===== src/rtl/debug_pkg.sv =====
// Shared definitions for the debug/trace slice: the run-control FSM state
// type and the default parameter values used by debug_trace_unit and
// trace_buffer.
package debug_pkg;

    // Run-control states. RUN executes freely, HALTED freezes the pipeline,
    // and STEP lets exactly one instruction issue before halting again.
    typedef enum logic [1:0] {
        RUN    = 2'd0,
        HALTED = 2'd1,
        STEP   = 2'd2
    } dbg_state_e;

    localparam int DEF_PC_W   = 32;
    localparam int DEF_DEPTH  = 16;
    localparam int DEF_NUM_BP = 2;

endpackage


===== src/rtl/trace_buffer.sv =====
// Circular PC trace buffer. It keeps the most recent DEPTH issued PCs and
// overwrites the oldest entry when a write arrives while full; the sticky
// overflow flag records that this happened. clear flushes everything.
//
// Read handshake: rd_en is a request that is honoured only when the buffer
// holds at least one entry; the popped value is presented on rd_data with
// rd_valid high for exactly one cycle on the following clock. A request on
// an empty buffer is silently dropped and produces no rd_valid.
//
// Optional macro DEBUG_TRACE_MONITOR_EN: when defined, every accepted write
// is logged to the simulator console (time and PC in binary). Port
// behaviour is identical with or without it.
module trace_buffer
    import debug_pkg::*;
#(
    parameter int PC_W  = DEF_PC_W,
    parameter int DEPTH = DEF_DEPTH
) (
    input  logic                     clk,
    input  logic                     rst_n,
    input  logic                     wr_en,
    input  logic [PC_W-1:0]          wr_data,
    input  logic                     rd_en,
    input  logic                     clear,
    output logic [PC_W-1:0]          rd_data,
    output logic                     rd_valid,
    output logic [$clog2(DEPTH):0]   count,
    output logic                     overflow
);

    localparam int AW = $clog2(DEPTH);
    localparam int CW = AW + 1;

    logic [PC_W-1:0] mem [DEPTH];
    logic [AW-1:0]   wr_ptr;
    logic [AW-1:0]   rd_ptr;
    logic            full;
    logic            empty;
    logic            do_rd;
    logic            do_wr;
    logic            overwrite;

    // Decode the operations that actually take effect this cycle; clear
    // suppresses both, and a read on empty is dropped.
    always_comb begin
        full      = (count == CW'(DEPTH));
        empty     = (count == '0);
        do_rd     = rd_en && !empty && !clear;
        do_wr     = wr_en && !clear;
        // A same-cycle pop frees a slot, so only a lone write overwrites.
        overwrite = do_wr && full && !do_rd;
    end

    // Pointers, occupancy, sticky overflow and the read-data register.
    always_ff @(posedge clk or negedge rst_n) begin
        if (!rst_n) begin
            wr_ptr   <= '0;
            rd_ptr   <= '0;
            count    <= '0;
            overflow <= 1'b0;
            rd_valid <= 1'b0;
            rd_data  <= '0;
        end else if (clear) begin
            wr_ptr   <= '0;
            rd_ptr   <= '0;
            count    <= '0;
            overflow <= 1'b0;
            rd_valid <= 1'b0;
        end else begin
            rd_valid <= do_rd;
            if (do_rd) begin
                rd_data <= mem[rd_ptr];
            end
            if (do_wr) begin
                wr_ptr <= wr_ptr + 1'b1;
            end
            // Overwrite discards the oldest entry by advancing the read side.
            if (do_rd || overwrite) begin
                rd_ptr <= rd_ptr + 1'b1;
            end
            if (overwrite) begin
                overflow <= 1'b1;
            end
            if (do_wr && !do_rd && !full) begin
                count <= count + 1'b1;
            end else if (do_rd && !do_wr) begin
                count <= count - 1'b1;
            end
        end
    end

    // Entry storage; contents are don't-care until written, so no reset.
    always_ff @(posedge clk) begin
        if (do_wr) begin
            mem[wr_ptr] <= wr_data;
        end
    end

`ifdef DEBUG_TRACE_MONITOR_EN
    // Simulation-only console log of each accepted write.
    always @(posedge clk) begin
        if (rst_n && do_wr) begin
            $display("[%0t] trace write pc=%b", $time, wr_data);
        end
    end
`endif

endmodule


===== src/rtl/debug_trace_unit.sv =====
// Debug run-control plus PC trace. Breakpoint comparators and a halt
// request stop the pipeline (stall), resume/step release it, and every
// instruction that issues while not stalled is recorded in trace_buffer.
// The internal signal `state` is the FSM observation point for checkers.
//
// Optional macro DEBUG_TRACE_MONITOR_EN (forwarded to trace_buffer):
// console logging of trace writes, no effect on ports.
module debug_trace_unit
    import debug_pkg::*;
#(
    parameter int PC_W   = DEF_PC_W,
    parameter int DEPTH  = DEF_DEPTH,
    parameter int NUM_BP = DEF_NUM_BP
) (
    input  logic                     clk,
    input  logic                     rst_n,
    input  logic [PC_W-1:0]          pc_in,
    input  logic                     pc_valid,
    input  logic [NUM_BP*PC_W-1:0]   bp_addr,
    input  logic [NUM_BP-1:0]        bp_en,
    input  logic                     halt_req,
    input  logic                     resume,
    input  logic                     step,
    output logic                     stall,
    output logic                     halted,
    output logic [NUM_BP-1:0]        bp_hit,
    input  logic                     rd_en,
    output logic [PC_W-1:0]          rd_data,
    output logic                     rd_valid,
    output logic [$clog2(DEPTH):0]   count,
    output logic                     overflow,
    input  logic                     clear
);

    dbg_state_e        state;
    dbg_state_e        state_next;
    logic [NUM_BP-1:0] match;
    logic              bp_any;
    logic              halted_q;
    logic              halted_next;
    logic [NUM_BP-1:0] bp_hit_next;
    logic              trace_wr;

    // Per-slot breakpoint comparators against the issuing PC.
    always_comb begin
        match = '0;
        for (int i = 0; i < NUM_BP; i++) begin
            match[i] = pc_valid && bp_en[i] && (pc_in == bp_addr[i*PC_W +: PC_W]);
        end
        bp_any = |match;
    end

    // State register; halted/stall and bp_hit are registered alongside it
    // from the next-state value so they change on the same edge as state.
    always_ff @(posedge clk or negedge rst_n) begin
        if (!rst_n) begin
            state    <= RUN;
            halted_q <= 1'b0;
            bp_hit   <= '0;
        end else begin
            state    <= state_next;
            halted_q <= halted_next;
            bp_hit   <= bp_hit_next;
        end
    end

    // Next-state logic; resume wins over step, STEP skips breakpoints.
    always_comb begin
        state_next = state;
        unique case (state)
            RUN: begin
                if (bp_any || halt_req) begin
                    state_next = HALTED;
                end
            end
            HALTED: begin
                if (resume) begin
                    state_next = RUN;
                end else if (step) begin
                    state_next = STEP;
                end
            end
            STEP: begin
                if (pc_valid) begin
                    state_next = HALTED;
                end
            end
            default: state_next = RUN;
        endcase
    end

    // Output logic: next values for the registered halted flag and bp_hit.
    always_comb begin
        halted_next = (state_next == HALTED);
        bp_hit_next = bp_hit;
        case (state)
            RUN: begin
                if (bp_any) begin
                    bp_hit_next = match;
                end
            end
            HALTED: begin
                if (resume) begin
                    bp_hit_next = '0;
                end
            end
            default: bp_hit_next = bp_hit;
        endcase
    end

    assign stall    = halted_q;
    assign halted   = halted_q;
    // Only instructions that actually issue (pipeline not frozen) are traced.
    assign trace_wr = pc_valid && !halted_q;

    trace_buffer #(
        .PC_W  (PC_W),
        .DEPTH (DEPTH)
    ) u_trace_buffer (
        .clk      (clk),
        .rst_n    (rst_n),
        .wr_en    (trace_wr),
        .wr_data  (pc_in),
        .rd_en    (rd_en),
        .clear    (clear),
        .rd_data  (rd_data),
        .rd_valid (rd_valid),
        .count    (count),
        .overflow (overflow)
    );

endmodule


===== config.mk =====
export PLATFORM = sky130hd
export DESIGN_NAME = debug_trace_unit
export DESIGN_NICKNAME = d
export VERILOG_FILES = /design/src/rtl/debug_pkg.sv /design/src/rtl/trace_buffer.sv /design/src/rtl/debug_trace_unit.sv
export SDC_FILE = /design/constraint.sdc
export NUM_CORES = 1
export LEC_CHECK = 0
export CAP_MARGIN = 20
export CORE_MARGIN = 5
export CORE_UTILIZATION = 55
export CTS_CLUSTER_DIAMETER = 60
export CTS_CLUSTER_SIZE = 28
export DETAILED_ROUTE_END_ITERATION = 16
export DONT_BUFFER_PORTS = 1
export MAX_ROUTING_LAYER = met4
export PLACE_DENSITY = 0.81
export SYNTH_ARGS = -nofsm -noshare
export SYNTH_HDL_FRONTEND = slang
export SYNTH_SLANG_ARGS = --single-unit

===== constraint.sdc =====
create_clock -name clk -period 5.5 [get_ports clk]
set_clock_uncertainty 0.15 [all_clocks]
set_input_delay 0.55 -clock clk [delete_from_list [all_inputs] [get_ports clk]]
set_output_delay 0.55 -clock clk [all_outputs]
set_load 0.02 [all_outputs]

[Word level (Yosys, flattened, before mapping)]
Memory sizes are Yosys's and may differ from the RTL's. A register that Yosys moved wholly into a read port is not among the register bits.
Cells that the tools add are included.
Storage, ports and cells
  input port bits: 106
  memories kept: 1
  logic and storage cells: 74
  output and inout bits: 43
  flip-flop bits (word level): 20
  RAM bits: 512
Cells by class
  equal/unequal tests: 8
  add/subtract/negate cells: 4
  bitwise operators: 1
  mux-type cells: 20
  reduce and logical (&&, ||, !) cells: 32
Memories
  u_trace_buffer.mem: depth 16, bits a word 32, rd ports 1, clocked after memory_dff 1, write ports 1, line trace_buffer.sv:34  | logic [PC_W-1:0] mem [DEPTH];
Operators by type and width (count)
  == test 32 bit: 2
  2-to-1 mux 4 bit: 4
  2-to-1 mux 5 bit: 3
  logical AND 1 bit: 13
  2-to-1 mux 2 bit: 6
  adder 4 x 1 -> 4 bit, second input constant: 2
  nonzero test 2 bit: 4
  zero test 1 bit: 7
  one-hot mux 2 bit (3 select lines): 1
  adder 5 x 1 -> 5 bit, second input constant: 1
  == test 5 bit, second input constant: 1
  zero test 5 bit: 1
  2-to-1 mux 1 bit: 5
  subtractor 5 x 1 -> 5 bit, second input constant: 1
  == test 2 x 1 -> 1 bit, second input constant: 2
  inequality test 2 bit, second input constant: 2
  one-hot mux 2 bit (2 select lines): 1
  AND reduction 3 bit: 1
  nonzero test 3 bit: 1
  == test 2 bit, second input constant: 1
  zero test 2 bit: 1
  logical OR 1 bit: 2
  AND reduction 2 bit: 1
  OR reduction 2 bit: 1
  NOT 1 bit: 1

[Logic depth before layout (Yosys ltp)]
Gate-level depths: netlist (run 1).
  depth after elaboration: 9
  gate-level depth with buffers: 8
  mapped depth without buffers: 8

[Hierarchy]
Synthesis (run 1) repeated with hierarchy kept, for this count alone.
Second synthesis, totals
  cell total of the unflattened synthesis: 1076
  area total of the unflattened synthesis: 22544.1 um^2
By module, submodules not included
  trace_buffer: seq. area each 16550.9 um^2, instances 1, cells each 965, area an instance 21595.7 um^2
  debug_trace_unit: seq. area each 125.1 um^2, instances 1, cells each 111, area an instance 948.4 um^2

[Least setup slack after synthesis (run 1)]
Ideal clock, no wire load.
  path type: reg2reg
  from: reg u_trace_buffer.count[0]
  to: reg u_trace_buffer.count[4]
  library setup time: 0.120 ns
  period minus slack after synthesis: 2.723 ns
  path buffers: 0
  slack: 2.777 ns
  cell stages (with the launch flop): 9
  data required time: 5.230 ns
  data arrival time: 2.454 ns
  cells stage by stage: dfrtp_1 o41ai_1 o211ai_4 fa_1 a21o_1 a21oi_1 xnor2_1 a211oi_1 a31o_1
Between the ends
  cells in the longest elaborated chain, start to end: 9
  elaborated cells on any way between the ends: 16
  classes of those cells: 2 x add/sub; 1 x eq/ne; 3 x mux; 10 x reduce/logical
Ends and longest elaborated chain
  from (decl): line trace_buffer.sv:27  | output logic [$clog2(DEPTH):0] count,
  from (signal assigned): line trace_buffer.sv:85  | count <= count + 1'b1;
  from (signal assigned): line trace_buffer.sv:87  | count <= count - 1'b1;
  parallel branches: the longest is 9 deep, another holds subtractor 5 x 1 -> 5 bit
Parallel ways; which one is timed is not known. The select of a mux whose other input is x is not followed.
A chain may end at the register's enable or synchronous reset.

[Worst setup path in the final report (run 1)]
  from: reg halted_q (netlist: halted)
  to: reg u_trace_buffer.count[4]
Between the ends
  cells in the longest elaborated chain, start to end: 7
  elaborated cells on any way between the ends: 10
  classes of those cells: 2 x mux; 8 x reduce/logical
Ends and longest elaborated chain
  from (decl): line debug_trace_unit.sv:39  | logic halted_q;
  from (signal assigned): line debug_trace_unit.sv:62  | halted_q <= halted_next;
  zero test 1 bit *: line debug_trace_unit.sv:114  | assign trace_wr = pc_valid && !halted_q;
  logical AND 1 bit *: line debug_trace_unit.sv:114
  logical AND 1 bit *: line trace_buffer.sv:49  | do_wr = wr_en && !clear;
  logical AND 1 bit (2 in a row): line trace_buffer.sv:84  | if (do_wr && !do_rd && !full) begin
  2-to-1 mux 5 bit: line trace_buffer.sv:84
  2-to-1 mux 5 bit: line trace_buffer.sv:63  | end else if (clear) begin
Mark *: on every way between the ends. The rest lies on a longest branch, timed or not.

==> results of run 1 <==
-- power by group through the flow --
stage                     clock, W  sequential, W  combinational [W]
after floorplan                  0        0.00519            0.00125
after CTS                  0.00265        0.00528            0.00147
after global routing       0.00283        0.00530            0.00159
final                      0.00261        0.00526            0.00146
after detailed placement         0        0.00538            0.00138
after global placement           0        0.00537            0.00135
-- logic make-up after synthesis --
family,after synthesis,share of synthesized area [%]
compound gates,112,4.48
xor+xnor,74,2.90
fa+ha+maj,10,0.594
buf+inv,60,1.42
flops,564,74.7
mux,132,13.1
simple gates,119,2.81
-- what timing repair did --
| item | in CTS | in global routing |
|---|---|---|
| hold endpoints to repair | 578 | 0 |
| gates resized for setup | 0 | 0 |
| hold buffers | 37 | 0 |
-- worst paths after layout --
kind / slack, ns / from / cells after the start / endpoint
min in group asynchronous: 0.38 / rst_n / 2 / u_trace_buffer.rd_data[8]
hold reg to reg: 0.45 / u_trace_buffer.wr_ptr[1] / 2 / u_trace_buffer.wr_ptr[1]
setup reg to reg: 2.30 / halted / 8 / u_trace_buffer.count[4]
hold / removal: 0.03 / resume / 2 / state[1]
max in group asynchronous: 4.52 / rst_n / 2 / u_trace_buffer.rd_data[21]
setup / recovery: 2.30 / halted / 8 / u_trace_buffer.count[4]
-- through the flow --
step / setup slack, ns / utilization (%)
5_1_grt: 1.97 / 60.9
6_report: 2.30 / 60.9
4_1_cts: 2.27 / 60.8
3_3_place_gp: 2.39 / 57.2
2_1_floorplan: 2.78 / -
3_5_place_dp: 2.33 / 57.2
-- registers in the layout (all words and copies together) (netlist names) --
signal,count
bp_hit,2
halted,1
state,2
u_trace_buffer.count,5
u_trace_buffer.mem,512
u_trace_buffer.overflow,1
u_trace_buffer.rd_data,32
u_trace_buffer.rd_ptr,4
u_trace_buffer.rd_valid,1
u_trace_buffer.wr_ptr,4
-- per-layer routing --
layer  up-vias  track usage [%]
li1       4464                -
met1      5735             34.9
met2       569             37.6
met3        62             4.67
met4         0             4.42
met5         -                -
-- worst max-delay path, delay by kind of cell, from the launching register on --
family / cells / cell delay [ns]
simple gates: 1 / 0.69
flops: 1 / 0.62
compound gates: 5 / 0.96
xor+xnor: 1 / 0.17
fa+ha+maj: 1 / 0.46
-- synthesized netlist by cell type (all sizes together), types with 2 or more instances --
library cell and number:
xor2 23, nand2 38, o21ai 34, nand2b 2, a221oi 32, mux4 128
ha 9, a22o 32, nor4 9, a21oi 4, or4 2, nand3b 3
a211oi 2, nor2 17, a31o 2, dfrtp 52, nor3b 2, and2 17
mux2i 4, and3 2, nand3 5, inv 6, xnor2 51, clkbuf 27
edfxtp 512, buf 27, nor3 3, nor2b 3, nand4 12
-- cell type report --
cell class / count / share of cell area [%]
diodes: 3 / 0.0309
clock buffers: 35 / 3.25
clock inverters: 23 / 1.10
inverters: 6 / 0.0926
multi-input cells: 447 / 22.1
flip-flops and latches: 564 / 68.6
well taps: 525 / 2.70
repair buffers: 49 / 2.15
==> results.toml, run 1 <==
[synthesis]
synthTopCellsByArea = "edfxtp_1, mux4_2, dfrtp_1, xnor2_1, a221oi_2"
synthArstFlopShare_pct = 9.22
synth.distinct_cells = 49
ys_warn_count = 0
syn_nets = 1187
synth_area_mm2 = 0.0223
synth-edff-count = 512
synth_top_area_cell = "edfxtp_1"
seq_area_frac_synth_pct = 74.7
synthCells = 1071
synth_top_area_share_pct = 68.9
ys_ff_latch = 564
ys.flop_type = "edfxtp_1"
avgSynthCellArea_um2 = 20.8

[power_and_ir_drop]
swShare_pct = 27.9
power_leakage_nw = 7.54
p_per_area_mw_per_mm2 = 384
p_seq_share_pct = 56.4
p_switching_w = 0.00261
clkPwrFrac_pct = 28.0
p_int_w = 0.00673
comb_power_share_pct = 15.6
irDropWorstVdd_mv = 0.275
p_total_w = 0.00933

[global_routing]
track_usage_pct = 24.2
first_global_vias = 10900
grt_first_pass_wirelength_mm = 76.7
antenna_found_initial = 2
grt-ovfl-total = 0
grt_max_degree = 61

[sta]
worstMarginPinSlew_ns = 1.12
tns_ns = 0
slew_headroom_pct = 25.1
hold_viol = 0
rsz0062_at_grt = "no"
maxSlewViolCount = 0
hold_slack_ns = 0.0255
finalCriticalPeriod_ns = 3.20
fmax_mhz = 312
setup_viol = 0
min_period_over_period_pct = 58.2

[detailed_routing]
avgRoutedWirePerCell_um = 31.5
dr_total_vias = 10800
ant_nets = 0
wl_met1_mm = 20.5
wl_met2_mm = 25.4
routed.top_layer = "met4"
viasPerCell = 6.56
drc = 0
firstDrtPassIters = 5
drt-total-wl_mm = 52.0
drt_iter0_drc = 1633
dr_wl_met3_mm = 5.00

[die]
die_area_mm2 = 0.0447
die_height_um = 211
ios = 149
die_x_um = 211
rows = 73
core-area_mm2 = 0.0399
start_util_pct = 55.9

[place]
dpl_cell_area_mm2 = 0.0228
placedCellCount = 1553
place_congestion = 0.778
io_buffers = 0
hpwl_mm = 30.5

[layout]
fillers = 2673
regArea_mm2 = 0.0167
multi_input_area_mm2 = 0.00537
final_cells = 1652
nets = 1215
syn_to_final_growth_pct = 8.95
final_cell_mix = "edfxtp_1, mux4_2, xnor2_1"
drive_gt1_share_pct = 21.9
mostFrequentLayoutCell = "edfxtp_1"
fin_area_mm2 = 0.0243

[hold_path]
hp-class = "in2reg"

[status]
status = "completed"

[clock_tree]
cts_buffer_depth = 3
cts_buffers = 31
post-cts-setup-buffers = 0
clock_sinks = 564
cts_tree = "yes"
path_clk_slew_ns = 0.10
insertion_delay_ns = 0.62
htree_levels = 1
clock-root-buffer = "clkbuf_16"

[worst_setup_path]
crit_type = "reg2reg"
crit_required_ns = 5.83
slowest_delay_ns = 0.69
crit_slowest_cell = "nor3b_1"
worstPathMaxFanout = 7
arrival_ns = 3.54
start_kind = "register"
end_kind = "register"
path_cells = "nor3b_1 -> o211ai_4 -> fa_1 -> a21o_1 -> a21oi_1 -> xnor2_1 -> a211oi_1 -> a31o_1"

[run]
drv_cap = 0
(Power assumes the default switching activity.)
==> run 2, diff against run 1 <==
Clock period 5.5 ns to 3.27 ns, I/O delays scaled along.
==> run 2 against run 1 <==
  * Sequential power increased by 66%
  * Wire length increased by 4.8%
  * Critical path depth decreased by 1
  * Combinational power increased by 79%
  * Utilization increased by 1.3 points
  * Worst setup slack got worse by 2.0 ns
  * Worst hold slack improved by 0.090 ns
  * Sequential share of layout area decreased by 1.4 points
  * Critical path type unchanged
  * Largest cell class unchanged
  * Largest power group unchanged
==> results.toml, run 2 (same netlist as run 1, synthesis figures left out) <==
[status]
status = "completed"

[power_and_ir_drop]
clkPwrFrac_pct = 28.9
comb_power_share_pct = 16.3
p_seq_share_pct = 54.7
power_leakage_nw = 7.80
p_per_area_mw_per_mm2 = 644
p_switching_w = 0.00433
p_int_w = 0.0117
swShare_pct = 27.0
irDropWorstVdd_mv = 0.559

[global_routing]
track_usage_pct = 25.1
antenna_found_initial = 5
grt_first_pass_wirelength_mm = 79.2
first_global_vias = 11500
grt_max_degree = 55
grt-ovfl-total = 0

[clock_tree]
cts_buffers = 30
cts_tree = "yes"
cts_buffer_depth = 3
ctsResizeCount = 0
path_clk_slew_ns = 0.10
clock-root-buffer = "clkbuf_16"
htree_levels = 1
insertion_delay_ns = 0.60
clock_sinks = 564

[detailed_routing]
drt_iter0_drc = 1494
viasPerCell = 6.67
ant_nets = 0
dr_total_vias = 11300
drt-total-wl_mm = 54.5
avgRoutedWirePerCell_um = 32.2
drc = 0
firstDrtPassIters = 5

[die]
die_x_um = 211
die_area_mm2 = 0.0447
ios = 149
die_height_um = 211
core-area_mm2 = 0.0399
rows = 73
start_util_pct = 55.9

[worst_setup_path]
worstPathMaxFanout = 5
crit-reg2reg-launch = "state[0]"
crit_required_ns = 3.60
start_kind = "register"
crit_start = "state[0]"
arrival_ns = 3.28
crit_type = "reg2reg"
end_kind = "register"

[sta]
hold_viol = 0
finalCriticalPeriod_ns = 2.96
setup_viol = 0
slew_headroom_pct = 41.8
min_period_over_period_pct = 90.4
worstMarginPinSlew_ns = 0.866
maxSlewViolCount = 0
rsz0062_at_grt = "no"
setup_ws_ns = 0.315
tns_ns = 0
fmax_mhz = 338

[layout]
mostFrequentLayoutCell = "edfxtp_1"
final_cells = 1690
drive_gt1_share_pct = 23.8
reg.largest.list = "u_trace_buffer.mem x512, u_trace_buffer.rd_data x32, u_trace_buffer.count x5"
final_cell_mix = "edfxtp_1, mux4_2, xnor2_1"
syn_to_final_growth_pct = 11.3
max_flop_register = "u_trace_buffer.mem"
largest_reg_flops = 512
nets = 1253

[place]
placedCellCount = 1586
place_congestion = 0.851
place_ws_ns = 0.326
hpwl_mm = 31.9
io_buffers = 0

[run]
drv_cap = 0

[hold_path]
worstHoldStart = "rd_en"
hp-class = "in2reg"
run 2: stage by stage:
| stage | util [%] | hold slack [ns] | cell area [um2] | total power (W) |
|---|---|---|---|---|
| 2_1_floorplan | - | -0.119 | 22300 | 0.0108 |
| 3_3_place_gp | 58.3 | -0.116 | 23300 | 0.0114 |
| 3_5_place_dp | 58.3 | -0.117 | 23300 | 0.0114 |
| 4_1_cts | 62.2 | 0.0156 | 24800 | 0.0161 |
| 5_1_grt | 62.2 | 0.0773 | 24800 | 0.0166 |
| 6_report | 62.2 | 0.115 | 24800 | 0.0160 |
run 2: layout make-up:
cell class	instances	area, um2
clock inverters	21	333
well taps	525	657
flip-flops and latches	564	16700
multi-input cells	447	5370
inverters	6	22.5
diodes	5	12.5
fillers	2575	15100
repair buffers	88	976
clock buffers	34	787
run 2: final timing paths:
check / slack (ns) / cells after the start / to
worst max-delay path: 0.31 / 7 / bp_hit[0]
worst min-delay path: 0.12 / 4 / u_trace_buffer.rd_ptr[3]
worst max register to register: 0.31 / 7 / bp_hit[0]
worst min register to register: 0.46 / 2 / u_trace_buffer.wr_ptr[1]
max in group asynchronous: 2.49 / 2 / u_trace_buffer.rd_ptr[1]
min in group asynchronous: 0.19 / 2 / u_trace_buffer.rd_data[4]
run 2: power by group through the flow:
stage	sequential (W)	combinational, W	clock (W)
floorplan	0.00873	0.00210	0
global placement	0.00892	0.00244	0
detailed placement	0.00893	0.00249	0
CTS	0.00877	0.00265	0.00466
global route	0.00880	0.00287	0.00497
finish	0.00875	0.00261	0.00463
run 2: per-layer routing:
metal  global-route usage [%]  share of wire, %  vias up
li1                         -                 -     4554
met1                     34.4                38     5874
met2                     39.9                49      744
met3                     4.80                11      104
met4                     5.95               2.8        0
met5                        -                 0        -
run 2: timing repair:
action / 4_1_cts / 5_1_grt
endpoints found under the setup margin: 0 / 0
endpoints found under the hold margin: 583 / 0
hold buffers: 44 / 0
buffers inserted: 0 / 0
run 2: worst max-delay path, cell delays in order (launching register included):
cell           delay (ns)
dfrtp_1              0.45
nor3b_1              0.23
buf_4                0.20
nand4_1              0.11
or4_1                0.58
nor3_1               0.35
o21ai_0              0.16
dlygate4sd3_1        0.59
==> run 3, diff against run 2 <==
==> constraint.sdc (replaced) <==
create_clock -name clk -period 3.27 [get_ports clk]
set_clock_uncertainty 0.15 [all_clocks]
set_input_delay 0.654 -clock clk [delete_from_list [all_inputs] [get_ports clk]]
set_output_delay 0.654 -clock clk [all_outputs]
set_load 0.02 [all_outputs]
==> run 3 against run 2 <==
  * Cell count decreased by 1.3%
  * Highest routed layer unchanged
  * Wire length fell by 1.2%
  * Die area stayed put
  * Critical endpoint is now u_trace_buffer.count[4]
  * Flip-flop and latch count stayed put
  * Largest cell class unchanged
  * Clock-buffer cell count rose by 5
==> results.toml, run 3 (same netlist as run 1, synthesis figures left out) <==
[power_and_ir_drop]
p_int_w = 0.0121
clkPwrFrac_pct = 31.0
p_switching_w = 0.00435
p_seq_share_pct = 53.3
p_total_w = 0.0164
power_leakage_nw = 7.79
irDropWorstVdd_mv = 0.402
comb_power_share_pct = 15.8
swShare_pct = 26.5
p_per_area_mw_per_mm2 = 664

[sta]
fmax_mhz = 339
rsz0062_at_grt = "no"
slew_headroom_pct = 42.3
setup_viol = 0
maxSlewViolCount = 0
hold_viol = 0
finalCriticalPeriod_ns = 2.95
min_period_over_period_pct = 90.2
worstMarginPinSlew_ns = 0.863
tns_ns = 0

[die]
die_height_um = 211
start_util_pct = 55.9
die_x_um = 211
ios = 149
rows = 73
die_area_mm2 = 0.0447
core-area_mm2 = 0.0399

[layout]
nets = 1232
reg.largest.list = "u_trace_buffer.mem x512, u_trace_buffer.rd_data x32, u_trace_buffer.count x5"
final_util_pct = 62.0
final_cells = 1668
fillers = 2604
syn_to_final_growth_pct = 10.9
drive_gt1_share_pct = 26.4
mostFrequentLayoutCell = "edfxtp_1"
max_flop_register = "u_trace_buffer.mem"
largest_reg_flops = 512
final_cell_mix = "edfxtp_1, mux4_2, xnor2_1"

[clock_tree]
insertion_delay_ns = 0.55
cts_buffers = 36
clock_sinks = 564
ctsResizeCount = 0
post-cts-setup-buffers = 0
htree_levels = 2
clock-root-buffer = "clkbuf_16"
cts_hold_buf = 2
cts_tree = "yes"
cts_buffer_depth = 3
path_clk_slew_ns = 0.08

[worst_setup_path]
worstPathMaxFanout = 7
slowest_delay_ns = 0.64
crit_required_ns = 3.54
reg2regPathDepth = 8
crit_type = "reg2reg"
path_cells = "o41ai_1 -> o211ai_4 -> fa_1 -> a21o_1 -> a21oi_1 -> xnor2_1 -> a211oi_1 -> a31o_1"
start_kind = "register"
crit_slowest_cell = "o41ai_1"
end_kind = "register"
regToRegSetupSlack_ns = 0.32
arrival_ns = 3.22

[detailed_routing]
drt-total-wl_mm = 53.8
ant_nets = 0
drc = 0
avgRoutedWirePerCell_um = 32.3
drt_iter0_drc = 1464
viasPerCell = 6.65
dr_total_vias = 11100
firstDrtPassIters = 5

[global_routing]
grt-ovfl-total = 0
track_usage_pct = 25.0
grt_first_pass_wirelength_mm = 78.8
antenna_found_initial = 2
first_global_vias = 11400
grt_max_degree = 66

[hold_path]
hp-class = "in2reg"
hold_depth = 1

[status]
status = "completed"

[place]
placedCellCount = 1601
io_buffers = 0
hpwl_mm = 32.4
place_congestion = 0.817

[run]
drv_cap = 0
==> run 3: path summary, 6_finish.rpt <==
check	start	end
setup / recovery	u_trace_buffer.count[1]	u_trace_buffer.count[4]
hold / removal	clear	u_trace_buffer.rd_ptr[2]
setup reg to reg	u_trace_buffer.count[1]	u_trace_buffer.count[4]
hold reg to reg	u_trace_buffer.wr_ptr[1]	u_trace_buffer.wr_ptr[1]
max in group asynchronous	rst_n	u_trace_buffer.rd_data[16]
min in group asynchronous	rst_n	u_trace_buffer.rd_data[1]
==> run 3: area by class of cell <==
type	count	area, um2	area share (%)
clock buffer	39	943	3.81
antenna	1	2.50	0.0101
sequential	564	16700	67.4
tap	525	657	2.65
timing repair buffer	61	718	2.90
multi-input combinational	447	5370	21.7
inverter	6	22.5	0.0910
clock inverter	25	352	1.42
==> run 3: power by group through the flow <==
stage          sequential, W  combinational, W  clock, W
2_1_floorplan        0.00873           0.00210         0
3_3_place_gp         0.00891           0.00254         0
3_5_place_dp         0.00892           0.00259         0
4_1_cts              0.00877           0.00263   0.00515
5_1_grt              0.00880           0.00282   0.00547
6_report             0.00875           0.00259   0.00508
==> run 3: per-stage QoR <==
step	hold WS, ns	cell area [um2]	setup slack, ns
5_1_grt	0.00751	24700	0.160
2_1_floorplan	0.208	22300	0.507
3_3_place_gp	0.210	23400	0.389
4_1_cts	0.00605	24700	0.309
3_5_place_dp	0.210	23400	0.283
6_report	0.0241	24700	0.322
==> run 3: critical path: cells and delay by family (launching register included) <==
family                     cells  cell delay [ns]
AOI/OAI and AO/OA              6             1.54
xor gates and xnor gates       1             0.16
adders and majority gates      1             0.46
DFF                            1             0.53
==> run 3: metal layers <==
| layer | routed length, um | share of wire, % | track usage, % | up-vias |
|---|---|---|---|---|
| li1 | - | - | - | 4503 |
| met1 | 19400 | 36 | 33.3 | 5783 |
| met2 | 26700 | 50 | 39.7 | 722 |
| met3 | 6310 | 12 | 6.40 | 83 |
| met4 | 1390 | 2.6 | 6.06 | 0 |
| met5 | 0 | 0 | - | - |
